<file path="src/rtl/fpnew_result_reorder.sv">
// rtl/fpnew_result_reorder.sv - in-order retirement buffer for out-of-order FPU opgroup results
module fpnew_result_reorder #(
    parameter  int unsigned Width   = 32,
    parameter  int unsigned Depth   = 4,
    localparam int unsigned IdWidth = $clog2(Depth)
) (
    input  logic               clk_i,
    input  logic               rst_ni,
    input  logic               flush_i,
    input  logic               alloc_valid_i,
    output logic               alloc_ready_o,
    output logic [IdWidth-1:0] alloc_id_o,
    input  logic               in_valid_i,
    output logic               in_ready_o,
    input  logic [Width-1:0]   result_i,
    input  logic [4:0]         status_i,
    input  logic               extension_bit_i,
    input  logic [IdWidth-1:0] id_i,
    output logic               out_valid_o,
    input  logic               out_ready_i,
    output logic [Width-1:0]   result_o,
    output logic [4:0]         status_o,
    output logic               extension_bit_o,
    output logic [4:0]         fflags_o,
    input  logic               fflags_clr_i,
    output logic               busy_o
);
    localparam int unsigned CntW = IdWidth + 1;
    localparam logic [CntW-1:0] FullCnt = CntW'(Depth);

    logic [Depth-1:0]   alloc_q;
    logic [Depth-1:0]   done_q;
    logic [Depth-1:0]   ext_q;
    logic [Width-1:0]   result_q [Depth];
    logic [4:0]         status_q [Depth];
    logic [IdWidth-1:0] head_q;
    logic [IdWidth-1:0] tail_q;
    logic [CntW-1:0]    cnt_q;
    logic [4:0]         fflags_q;

    logic alloc_fire;
    logic comp_fire;
    logic retire_fire;

    assign alloc_ready_o   = (cnt_q != FullCnt);
    assign alloc_id_o      = tail_q;
    assign in_ready_o      = 1'b1;
    assign out_valid_o     = alloc_q[head_q] & done_q[head_q];
    assign result_o        = result_q[head_q];
    assign status_o        = status_q[head_q];
    assign extension_bit_o = ext_q[head_q];
    assign fflags_o        = fflags_q;
    assign busy_o          = (cnt_q != '0);

    // Everything that happens in a flush cycle is discarded, including a retire.
    assign alloc_fire  = alloc_valid_i & alloc_ready_o & ~flush_i;
    assign comp_fire   = in_valid_i & alloc_q[id_i] & ~done_q[id_i] & ~flush_i;
    assign retire_fire = out_valid_o & out_ready_i & ~flush_i;

    always_ff @(posedge clk_i or negedge rst_ni) begin
        if (!rst_ni) begin
            alloc_q <= '0;
            done_q  <= '0;
            head_q  <= '0;
            tail_q  <= '0;
            cnt_q   <= '0;
        end else if (flush_i) begin
            alloc_q <= '0;
            done_q  <= '0;
            head_q  <= '0;
            tail_q  <= '0;
            cnt_q   <= '0;
        end else begin
            // Retire, completion and alloc always address distinct slots.
            if (retire_fire) begin
                alloc_q[head_q] <= 1'b0;
                done_q[head_q]  <= 1'b0;
                head_q          <= head_q + IdWidth'(1);
            end
            if (comp_fire) begin
                done_q[id_i] <= 1'b1;
            end
            if (alloc_fire) begin
                alloc_q[tail_q] <= 1'b1;
                done_q[tail_q]  <= 1'b0;
                tail_q          <= tail_q + IdWidth'(1);
            end
            case ({alloc_fire, retire_fire})
                2'b10:   cnt_q <= cnt_q + CntW'(1);
                2'b01:   cnt_q <= cnt_q - CntW'(1);
                default: cnt_q <= cnt_q;
            endcase
        end
    end

    always_ff @(posedge clk_i or negedge rst_ni) begin
        if (!rst_ni) begin
            ext_q <= '0;
            for (int i = 0; i < int'(Depth); i++) begin
                result_q[i] <= '0;
                status_q[i] <= '0;
            end
        end else if (comp_fire) begin
            result_q[id_i] <= result_i;
            status_q[id_i] <= status_i;
            ext_q[id_i]    <= extension_bit_i;
        end
    end

    // A clear coincident with a retire keeps only the retiring status.
    always_ff @(posedge clk_i or negedge rst_ni) begin
        if (!rst_ni) begin
            fflags_q <= '0;
        end else if (fflags_clr_i) begin
            fflags_q <= retire_fire ? status_o : 5'd0;
        end else if (retire_fire) begin
            fflags_q <= fflags_q | status_o;
        end
    end
endmodule

</file>
<file path="config.mk">
export PLATFORM = sky130hd
export DESIGN_NAME = fpnew_result_reorder
export DESIGN_NICKNAME = d
export VERILOG_FILES = /design/src/rtl/fpnew_result_reorder.sv
export SDC_FILE = /design/constraint.sdc
export NUM_CORES = 1
export LEC_CHECK = 0
export ABC_CLOCK_PERIOD_IN_PS = 8650
export BUFFER_PORTS_ARGS = -buffer_cell sky130_fd_sc_hd__buf_4
export CAP_MARGIN = 20
export CELL_PAD_IN_SITES_DETAIL_PLACEMENT = 1
export CELL_PAD_IN_SITES_GLOBAL_PLACEMENT = 1
export CORE_UTILIZATION = 30
export DETAILED_ROUTE_END_ITERATION = 12
export PLACE_DENSITY = 0.63
export SETUP_SLACK_MARGIN = 0.5
export SYNTH_ARGS = -nofsm -noshare
export SYNTH_HDL_FRONTEND = slang
export SYNTH_SLANG_ARGS = --single-unit
</file>
<file path="constraint.sdc">
create_clock -name clk_i -period 8.65 [get_ports clk_i]
set_input_delay 1.73 -clock clk_i [delete_from_list [all_inputs] [get_ports clk_i]]
set_output_delay 1.73 -clock clk_i [all_outputs]
set_load 0.02 [all_outputs]
</file>
# Word level (Yosys, flattened, before mapping)
# Index checks and enable logic that the tools add are counted.
dict set report totals {
  reg_bits 172
  in_bits 47
  wordCells 108
}
dict set report op_classes {
  addsub 4
  magnitude_cmp 9
  eq_ne 3
  mux 48
  bitwise_logic 20
  n_reduce_logical 9
}
# op count
set ops {}
lappend ops {{$bwmux 128} 1}
lappend ops {{$mux 32} 3}
lappend ops {{$bmux 32 s2} 1}
lappend ops {{$demux 32 s2} 1}
lappend ops {{$mux 4} 10}
lappend ops {{$mux 5} 6}
lappend ops {{$bwmux 20} 1}
lappend ops {{$and 4x4->4} 3}
lappend ops {{$bmux 1 s2} 5}
lappend ops {{$bmux 5 s2} 1}
lappend ops {{$demux 5 s2} 1}
lappend ops {{$lt 2x3->1 const B} 3}
lappend ops {{$and 1x1->1} 8}
lappend ops {{$mux 1} 8}
lappend ops {{$mux 2} 4}
lappend ops {{$not 4->4} 2}
lappend ops {{$or 4x4->4} 2}
lappend ops {{$demux 1 s2} 3}
lappend ops {{$ge 2x1->1 const B} 3}
lappend ops {{$ge 3x3->1 const B} 2}
lappend ops {{$not 2->3} 2}
lappend ops {{$pmux 3 s2} 1}
lappend ops {{$reduce_bool 2->1} 3}
lappend ops {{$reduce_bool 3->1} 2}
lappend ops {{12 further kinds} 17}

# Longest topological paths before layout
# Gate-level depths: netlist of run 1.
dict set report logic_depth {
  word_depth 14
  ltp_mapped 10
  ltp_nobuf 8
}

# Worst setup path before layout of run 1
# Ideal clock, no wire load.
dict set report synth_path {
  kind {input to register}
  from {in flush_i}
  to {reg cnt_q[2]}
  setup_time_ns 0.126
  arrival_ns 3.365
  path_slack_ns 5.159
  path_stages 7
  n_path_buf 2
  path_cell_list {clkbuf_1 -> buf_1 -> nor4_1 -> fa_1 -> and4_1 -> a2bb2oi_1 -> a311o_1}
}
dict set report synth_between {
  elab_chain_cells 5
}
# element line_no
set synth_lines {}
lappend synth_lines {{start: declaration} 9} ;# input logic flush_i,
lappend synth_lines {{$not 1->1} {56, 58}}
lappend synth_lines {{$and 1x1->1, on equally long branches} {58, 56}}
lappend synth_lines {{$eq 2x1->1 / $eq 2x2->1 (equally long branches)} 88} ;# case ({alloc_fire, retire_fire})
lappend synth_lines {{$pmux 3 s2} 88}
lappend synth_lines {{$mux 3} 67} ;# end else if (flush_i) begin
lappend synth_lines {{end signal: assignment} 89} ;# 2'b10: cnt_q <= cnt_q + CntW'(1);
lappend synth_lines {{end signal: assignment} 90} ;# 2'b01: cnt_q <= cnt_q - CntW'(1);
lappend synth_lines {{end signal: assignment} 91} ;# default: cnt_q <= cnt_q;
lappend synth_lines {{end: declaration} 38} ;# logic [CntW-1:0] cnt_q;
# Several ways; a longest one is shown, not always the timed one.
# A chain may end at the register's enable or synchronous reset.

# Worst setup path after layout of run 1
dict set report layout_path {
  from {reg head_q[0]}
  to {out out_valid_o}
}
dict set report layout_between {
  elab_chain_cells 3
}
# element line_no
set layout_lines {}
lappend layout_lines {{start: declaration} 36} ;# logic [IdWidth-1:0] head_q;
lappend layout_lines {{start signal: assignment} 78} ;# head_q <= head_q + IdWidth'(1);
lappend layout_lines {{$bmux 1 s2} 48} ;# assign out_valid_o = alloc_q[head_q] & done_q[head_q];
lappend layout_lines {{$mux 1 (not written as such)} 48}
lappend layout_lines {{$and 1x1->1 *} 48}
lappend layout_lines {{end: declaration} 19} ;# output logic out_valid_o,
# Every way passes the cells marked *; elsewhere a longest branch is shown, timed or not. The select of a mux whose other input is x is not followed.

==> impl_results.md, run 1 <==
- Die ar.: 0.0263 mm2
- Worst Path Max Fanout: 42
- Status: completed
- Met3 Resource Use GR: 3.45%
- Rows: 58
- Fraction of registers with async set/reset: 100%
- CTS Sinks: 172
- Grt total ovfl: 0
- DR iter-0 viols: 167
- Worst IR Drop VDD: 0.000118 V
- Cell area after synthesis: 0.00770 mm2
- Global routing's busiest layer: met2
- Antenna diodes: 0
- Hold_ws: 0.504 ns
- Share of cells above drive strength 1: 55.5%
- Port Buffer Count: 94
- Per-cell routed wire length: 19.0 um
- Die H: 162 um
- CP endpoint kind: primary output
- Initial antenna violation count: 0
- Compound-Gate Fraction of Synth Area: 3.38%
- Post-Syn Nets: 551
- Crit path largest cell delay: 1.03 ns
- Cell family with most CP delay: flip-flops
- Period Utilization, post-route: 49.7%
- Die width: 162 um
- Top post-synthesis cells by count: dfrtp_1, mux2_2, mux4_2
- Detail Route Antenna Nets: 0
- FF/Latch Area: 0.00431 mm2
- Post-Synth Adder-Cell Area: 1.56%
- Postcts setup bufs: 0
- First-pass iteration count of the detailed router: 6
- Post-synth top area cell: dfrtp_1
- Synth top area share: 55.9%
- Seq cells post-synth: 172
- Slew headroom: 37.4%
- Syn Inst Count: 495
- Via Count: 4539
- CORE AREA: 0.0252 mm2
- Setup Crit Path Kind: reg2out
- Final WL: 17.6 mm
- Required @ worst endpoint: 6.92 ns
- Met2 usage: 25.2%
- Simple-gate area share of the yosys netlist: 2.86%
- CP max stage cell: dfrtp_4
- Routability Congestion: 0.734
- CTS buffer count: 17
- Crit-path cells: inv_1 -> mux4_2 -> inv_1 -> buf_4
- I/O pin count: 96
- Vias/cell: 4.92
- Final hold violations: 0
- EDFF count, synth: 0
- Mux cell area share after synthesis: 33.8%
- Unrepaired setup endpoints after global routing: false
- Pin count of the biggest net entering global routing: 104
- Hold Crit Class: reg2reg
- Post-route clock skew: 0.0108 ns
- Worst-path clk slew: 0.06 ns
- Worst EP arrival: 2.57 ns
- Vias in the first global route: 5264
- Synth Area in XOR/XNOR: 0.114%
- Most frequent cell on the critical path: inv_1
- Core Util, Final: 37.0%
- Final net count: 637
- Final setup fails: 0
- Total power: 2.05 mW
- Netlist cell types: 41
- GR met1 Demand/Resource: 17.8%
- Seq/Total Area, Yosys: 55.9%
- GR Util All Layers: 14.5%
- Fill count: 2545
- Final-report max-slew violation count: 0
- First-pass GRT wire length: 29.2 mm
- P&R area growth vs syn: 21.0%
- Syn_area_per_cell: 15.6 um2
- Clock root cell: clkbuf_16
- Half-perimeter wire length after placement: 10.9 mm
- Area of the multi-input gates: 0.00322 mm2
- Worst slew pin tran: 0.939 ns
- PostCTS Resize Cnt: 0
- Initial Util: 30.6%
- Yosys warns: 0
- CTS tree: yes
- Peak Freq: 233 MHz
- Bufs and invs on worst path: 3
- Lkg Pwr: 4.35 nW
- Hold-fix buffer count after cts: 0
- Top_reg_cell synth: dfrtp_1
- Main combinational cell family by area after synthesis: multiplexers
- Clock Path Buffers: 2
- DRC viols: 0
- Crit path time final: 4.30 ns
- CP Launch Type: flop
- CTS H-tree depth: 4
- Setup TNS Final: 0 ns
- Pwr Density: 220 mW/mm2
- Synth top area cells: dfrtp_1, mux2_2, mux4_2
- Worst skew pair latency: 0.42 ns
- Most frequent cell after synthesis: dfrtp_1
- R2R setup slack: 5.46 ns
- Max-Cap Viols: 0
report_power, final:
| group | internal [mW] | total, mW | switching [mW] |
|---|---|---|---|
| Sequential | 0.900 | 0.949 | 0.0489 |
| Combinational | 0.191 | 0.352 | 0.161 |
| Clock | 0.435 | 0.754 | 0.319 |
cell type report:
class | instances | share of cell area, %
Inverter | 11 | 0.443
Sequential cell | 172 | 46.2
Tap cell | 330 | 4.43
Timing Repair Buffer | 100 | 8.09
Multi-Input combinational cell | 279 | 34.6
Clock buffer | 19 | 4.75
Clock inverter | 12 | 1.48
per-layer routing:
| layer | vias up | wire length, um |
|---|---|---|
| met1 | 2433 | 7480 |
| met4 | 0 | 207 |
| met2 | 83 | 9310 |
| met5 | - | 0 |
| met3 | 11 | 578 |
| li1 | 2012 | - |
registers in the layout, summed over array words and instances, names as in the netlist:
signal	count
result_q	128
status_q	20
fflags_o	5
alloc_q	4
done_q	4
ext_q	4
cnt_q	3
alloc_id_o	2
head_q	2
through the flow:
step | std cells | setup slack, ns | area, um2
after global routing | 923 | 4.14 | 9320
after global placement | 892 | 4.71 | 8740
after detailed placement | 892 | 4.73 | 8740
final | 923 | 4.35 | 9320
after CTS | 923 | 4.26 | 9320
after floorplan | 495 | 5.16 | 7700
cell families (layout without fill, tap and decap cells):
| family | after synthesis | in the layout |
|---|---|---|
| xor+xnor | 1 | 1 |
| buf+inv | 44 | 142 |
| compound gates | 37 | 37 |
| simple gates | 39 | 39 |
| fa+ha+maj | 9 | 9 |
| other cells | 1 | 1 |
| mux | 192 | 192 |
| flops | 172 | 172 |
worst paths after layout:
| kind | cells after the start | from | to |
|---|---|---|---|
| hold reg to reg | 1 | result_q[126] | result_q[126] |
| hold / removal | 1 | result_q[126] | result_q[126] |
| min in group asynchronous | 1 | rst_ni | result_q[46] |
| setup / recovery | 4 | head_q[0] | out_valid_o |
| max in group asynchronous | 2 | rst_ni | result_q[43] |
| setup reg to reg | 8 | head_q[0] | cnt_q[1] |
cell usage in the layout (no fill, tap or decap), drive strengths merged, types with 3 or more instances in the layout:
cell type / count
clkinv: 4
nand3: 4
dfrtp: 172
or3b: 3
mux2: 152
a22o: 5
nand2: 10
nor2: 6
o21ai: 5
a21oi: 8
clkbuf: 19
inv: 15
buf: 100
a311oi: 4
ha: 8
nor3: 3
mux4: 39
a31oi: 7
No activity file was read; power rests on OpenSTA's default activity.
==> inputs of run 2 (changes only) <==
ABC_CLOCK_PERIOD_IN_PS = 4100   (was 8650)
clock period = 4.1 ns   (was 8.65 ns; I/O delays follow)
==> run 2 against run 1 <==
Net effect: combinational power grew 110%; global-route usage grew 0.22 points; die area is the same; wire length grew 3.3%; worst setup slack lost 3.5 ns; power grew 120%; critical endpoint is now result_o[22]; highest routed layer unchanged.
==> impl_results.md, run 2 (synthesis results as in run 1) <==
- Via Count: 4567
- DRC viols: 0
- Rows: 58
- CP endpoint kind: primary output
- Pin count of the biggest net entering global routing: 89
- Post-route clock skew: 0.0131 ns
- Final net count: 640
- Setup TNS Final: 0 ns
- Port Buffer Count: 94
- Clock root cell: clkbuf_16
- Unrepaired setup endpoints after global routing: false
- Period Utilization, post-route: 79.9%
- Share of cells above drive strength 1: 55.9%
- Post-Place Worst Slack: 1.03 ns
- Status: completed
- Top Metal Used: met4
- Die width: 162 um
- Met2 wire len: 9.62 mm
- Final WL: 18.2 mm
- Worst EP arrival: 2.46 ns
- Lkg Pwr: 4.39 nW
- Setup Crit Path Kind: reg2out
- R2R setup slack: 1.16 ns
- Die ar.: 0.0263 mm2
- CORE AREA: 0.0252 mm2
- Slew headroom: 47.3%
- Initial Util: 30.6%
- Pwr Density: 472 mW/mm2
- DR iter-0 viols: 142
- Worst IR Drop VDD: 0.000210 V
- CTS Sinks: 172
- Antenna diodes: 0
- M1 wire length: 7.62 mm
- Biggest register: result_q
- Initial antenna violation count: 0
- CP Launch Type: flop
- I/O pin count: 96
- Worst skew pair latency: 0.42 ns
- Crit path time final: 3.28 ns
- Final hold violations: 0
- Hold Crit Class: in2async
- Die H: 162 um
- Final setup fails: 0
- GR Util All Layers: 14.7%
- Hold-fix buffer count after cts: 0
- PostCTS Resize Cnt: 0
- Worst Path Max Fanout: 25
- Max FFs per register: 128
- Worst slew pin tran: 0.784 ns
- Commonest non-fill, non-tap cell in the layout: dfrtp_1
- First-pass GRT wire length: 29.5 mm
- Worst-path clk slew: 0.07 ns
- Final-report max-slew violation count: 0
- Half-perimeter wire length after placement: 11.5 mm
- CTS H-tree depth: 4
- Clock Path Buffers: 2
- CTS tree: yes
- Per-cell routed wire length: 19.6 um
- CTS buffer count: 17
- Max-Cap Viols: 0
- P&R area growth vs syn: 21.9%
- Fill count: 2553
- Detail Route Antenna Nets: 0
- Postcts setup bufs: 0
- Final WS setup: 0.823 ns
- Peak Freq: 305 MHz
- Vias/cell: 4.93
- First-pass iteration count of the detailed router: 4
- Routability Congestion: 0.730
- Vias in the first global route: 5331
- Metal3 WL: 548 um
- Most frequent cells in the layout: dfrtp_1, mux2_2, buf_4, mux4_2, clkbuf_16
- Required @ worst endpoint: 3.28 ns
- Grt total ovfl: 0
## run 2: changes by cell type in the layout (fill, tap and decap cells not counted)
cell       delta
clkbuf_1      -1
inv_8         +1
bufinv_16     +1
buf_12        +1
clkbuf_8      +1
buf_4         +2
inv_6         -2
## run 2: final timing paths
| kind | startpoint | end | cells past startpoint |
|---|---|---|---|
| worst max-delay path | head_q[0] | result_o[22] | 3 |
| worst min-delay path | rst_ni | result_q[45] | 1 |
| worst max register to register | cnt_q[0] | cnt_q[1] | 8 |
| worst min register to register | result_q[44] | result_q[44] | 1 |
| max in group asynchronous | rst_ni | result_q[112] | 2 |
| min in group clk_i | result_q[44] | result_q[44] | 1 |
## run 2: layout make-up
class / count / area, um2 / area share, %
sequential: 172 / 4310 / 45.9
clock inverter: 12 / 161 / 1.72
timing repair buffer: 103 / 790 / 8.41
multi-input combinational: 279 / 3220 / 34.3
tap: 330 / 413 / 4.40
clock buffer: 19 / 453 / 4.82
inverter: 11 / 41.3 / 0.440
## run 2: metal layers
layer  up-vias  GRT usage (%)
li1       2028              -
met1      2420           17.9
met2        94           25.7
met3        25           2.99
met4         0           5.23
met5         -              0
## run 2: stage by stage
stage	instances	utilization, %	power (mW)	instance area, um2	hold WS, ns
floorplan	495	-	2.45	7700	0.475
global placement	895	34.9	2.74	8780	0.482
detailed placement	895	34.9	2.79	8780	0.492
CTS	926	37.3	4.51	9390	0.359
global route	926	37.3	4.64	9390	0.373
finish	926	37.3	4.43	9390	0.348
## run 2: power by group
| part | switching (mW) | internal, mW | leakage, nW |
|---|---|---|---|
| Sequential | 0.104 | 1.90 | 2.32 |
| Combinational | 0.346 | 0.405 | 1.77 |
| Clock | 0.685 | 0.996 | 0.298 |
## run 2: critical path, stage by stage (launching register included)
cell and delay (ns):
dfrtp_4 0.78, buf_4 0.46, mux4_2 0.60, buf_4 0.18
==> inputs of run 3 (changes only) <==
ABC_AREA = 1   (was unset)
ABC_CLOCK_PERIOD_IN_PS = 2600   (was 4100)
PLACE_DENSITY = 0.7   (was 0.63)
clock period = 2.6 ns   (was 4.1 ns; I/O delays follow)
==> run 3 against run 2 <==
Net effect: combinational power up 77%; core utilization increased by 6.2 points; global-route usage up 7.6 points; register-to-register slack got worse by 0.57 ns; final area is 18% higher; cell count increased by 59%; critical path type unchanged; highest routed layer unchanged.
==> impl_results.md, run 3 <==
- Unrepaired setup endpoints after global routing: true
- Rows: 58
- Total power: 7.33 mW
- Die width: 164 um
- Final hold violations: 0
- Yosys warns: 0
- Period Utilization, post-route: 90.8%
- Initial Util: 30.9%
- Peak Freq: 424 MHz
- Netlist cell types: 22
- Part of the power in registers: 46.9%
- Worst Path Max Fanout: 13
- Vias in the first global route: 7795
- Lkg Pwr: 5.77 nW
- Top post-synthesis cells by count: nand2_1, dfrtp_1, o21ai_0
- Final WL: 28.8 mm
- Commonest non-fill, non-tap cell in the layout: nand2_1
- Share of cells above drive strength 1: 26.9%
- Fraction of registers with async set/reset: 100%
- Pin count of the biggest net entering global routing: 59
- Seq cells post-synth: 172
- I/O pin count: 96
- Switching Power: 2.19 mW
- CP Launch Type: flop
- Max-Cap Viols: 0
- Setup TNS Final: 0 ns
- Per-cell routed wire length: 19.5 um
- Via Count: 7421
- Synth top area share: 54.7%
- Max FFs per register: 128
- Required @ worst endpoint: 2.08 ns
- CTS Sinks: 172
- Worst IR Drop VDD: 0.000322 V
- Slew headroom: 59.9%
- Seq/Total Area, Yosys: 54.7%
- CP endpoint kind: primary output
- Final net count: 1187
- Crit path largest cell delay: 0.43 ns
- Syn Inst Count: 1010
- Die ar.: 0.0269 mm2
- First-pass GRT wire length: 44.9 mm
- Synth top area cells: dfrtp_1, nand2_1, o21ai_0
- Most frequent cell after synthesis: nand2_1
- Worst skew pair latency: 0.45 ns
- CTS H-tree depth: 4
- DR iter-0 viols: 322
- Clk pwr share: 35.0%
- Switching Fraction: 29.9%
- Status: completed
- Hold Crit Class: in2async
- EDFF count, synth: 0
- Final-report max-slew violation count: 0
- Detail Route Antenna Nets: 0
- Routability Congestion: 0.764
- CORE AREA: 0.0255 mm2
- Top_reg_cell synth: dfrtp_1
- Clock root cell: clkbuf_16
- Pwr Density: 661 mW/mm2
- DRC viols: 0
- Initial antenna violation count: 0
- Vias/cell: 5.03
- Post-synth top area cell: dfrtp_1
- P&R area growth vs syn: 40.8%
- Port Buffer Count: 94
- Final setup fails: 0
- Bufs and invs on worst path: 3
- Worst EP arrival: 1.84 ns
- Die H: 164 um
- Hold_ws: 0.0534 ns
- Setup Crit Path Kind: reg2out
- Clock Path Buffers: 2
- Hold-fix buffer count after cts: 0
- Post-route clock skew: 0.00875 ns
- Syn_area_per_cell: 7.80 um2
- Cell family with most CP delay: compound AO/OA/AOI/OAI gates
- Antenna diodes: 0
- Worst-path clk slew: 0.07 ns
- Biggest register: result_q
- GR Util All Layers: 22.3%
- Half-perimeter wire length after placement: 15.5 mm
- Crit path time final: 2.36 ns
- Combinational Power Share: 18.1%
- Worst slew pin tran: 0.602 ns
- Crit-path cells: buf_12 -> buf_16 -> o21ai_1 -> o22ai_4 -> buf_6
- Grt total ovfl: 0
- CTS buffer count: 17
- Cell Int Power: 5.13 mW
- First-pass iteration count of the detailed router: 5
- Post-Syn Nets: 1066
- CP max stage cell: dfrtp_2
- CTS tree: yes
- Most frequent cells in the layout: nand2_1, dfrtp_1, buf_4, nor2_1, o21ai_0
- Cell area after synthesis: 0.00788 mm2
==> run 3: cell count changes after synthesis, moves of 5 or more <==
cell,previous run,this run
a31oi_1,7,0
o21ai_0,5,90
buf_4,1,16
buf_1,11,2
nand3_1,4,23
clkbuf_1,12,29
nor2_1,6,83
nand2_1,10,495
a22o_1,5,0
mux4_2,39,0
inv_1,11,22
mux2_2,152,0
o22ai_1,0,38
==> run 3: power groups by stage <==
stage	Combinational (mW)	Clock (mW)	Sequential (mW)
2_1_floorplan	0.670	0	3.34
3_3_place_gp	1.11	0	3.39
3_5_place_dp	1.15	0	3.40
4_1_cts	1.23	2.59	3.37
5_1_grt	1.48	2.71	3.48
6_report	1.33	2.56	3.44
==> run 3: metrics by stage <==
step / area [um2] / setup WS (ns) / util [%] / std cells
after floorplan: 7880 / 0.511 / - / 1010
after global placement: 9010 / 0.519 / 35.4 / 1403
after detailed placement: 9010 / 0.483 / 35.4 / 1403
after CTS: 10500 / 0.272 / 41.0 / 1463
after global routing: 11100 / 0.212 / 43.5 / 1474
final: 11100 / 0.240 / 43.5 / 1474
==> run 3: worst register-to-register path, stage by stage (launching register included) <==
cell	delay, ns
dfrtp_2	0.43
buf_6	0.14
inv_12	0.09
buf_4	0.12
nand3_1	0.08
nand3_2	0.13
nand2_2	0.09
buf_4	0.13
nor2_1	0.27
nand3_1	0.19
nand2_1	0.12
a21oi_1	0.07
==> run 3: what timing repair did <==
item	CTS	global route
buffers inserted	13	9
pin swaps	30	32
gates resized for setup	110	152
cloned	15	2
endpoints found under the setup margin	40	45
==> run 3: cells by family after synthesis <==
kind of cell	count (synthesis)	share of synthesized area [%]
AND/OR/NAND/NOR	604	29.3
AO/OA/AOI/OAI	137	9.34
other	1	0.0476
adder cells (fa/ha/maj)	9	1.53
XOR/XNOR	1	0.111
flip-flops	172	54.7
buffers and inverters	86	5.05
==> run 3: cell type report <==
| type | count | area (um2) |
|---|---|---|
| Timing Repair inverter | 1 | 16.3 |
| Sequential cell | 172 | 4310 |
| Clock inverter | 15 | 148 |
| Fill cell | 2948 | 14400 |
| Clock buffer | 17 | 425 |
| Inverter | 27 | 119 |
| Timing Repair Buffer | 160 | 1880 |
| Tap cell | 330 | 413 |
| Multi-Input combinational cell | 752 | 3780 |
==> run 3: worst paths after layout <==
path                              start            to  slack [ns]  depth (start not counted)
min in group clk_i         fflags_clr_i   fflags_o[0]        0.29                          2
setup reg to reg              head_q[0]     done_q[0]        0.59                         11
hold / removal                   rst_ni  result_q[51]        0.05                          1
setup / recovery              head_q[0]  result_o[22]        0.24                          5
hold reg to reg            result_q[74]  result_q[74]        0.47                          2
max in group asynchronous        rst_ni  result_q[97]        1.79                          2
==> run 3: per-layer routing <==
metal	up-vias	part of all wire, %	track usage (%)	wire, um
met5	-	0	0	0
li1	3441	-	-	-
met4	0	1.9	7.62	551
met3	34	3.3	3.54	944
met1	3801	45	29.4	12900
met2	145	50	37.2	14400
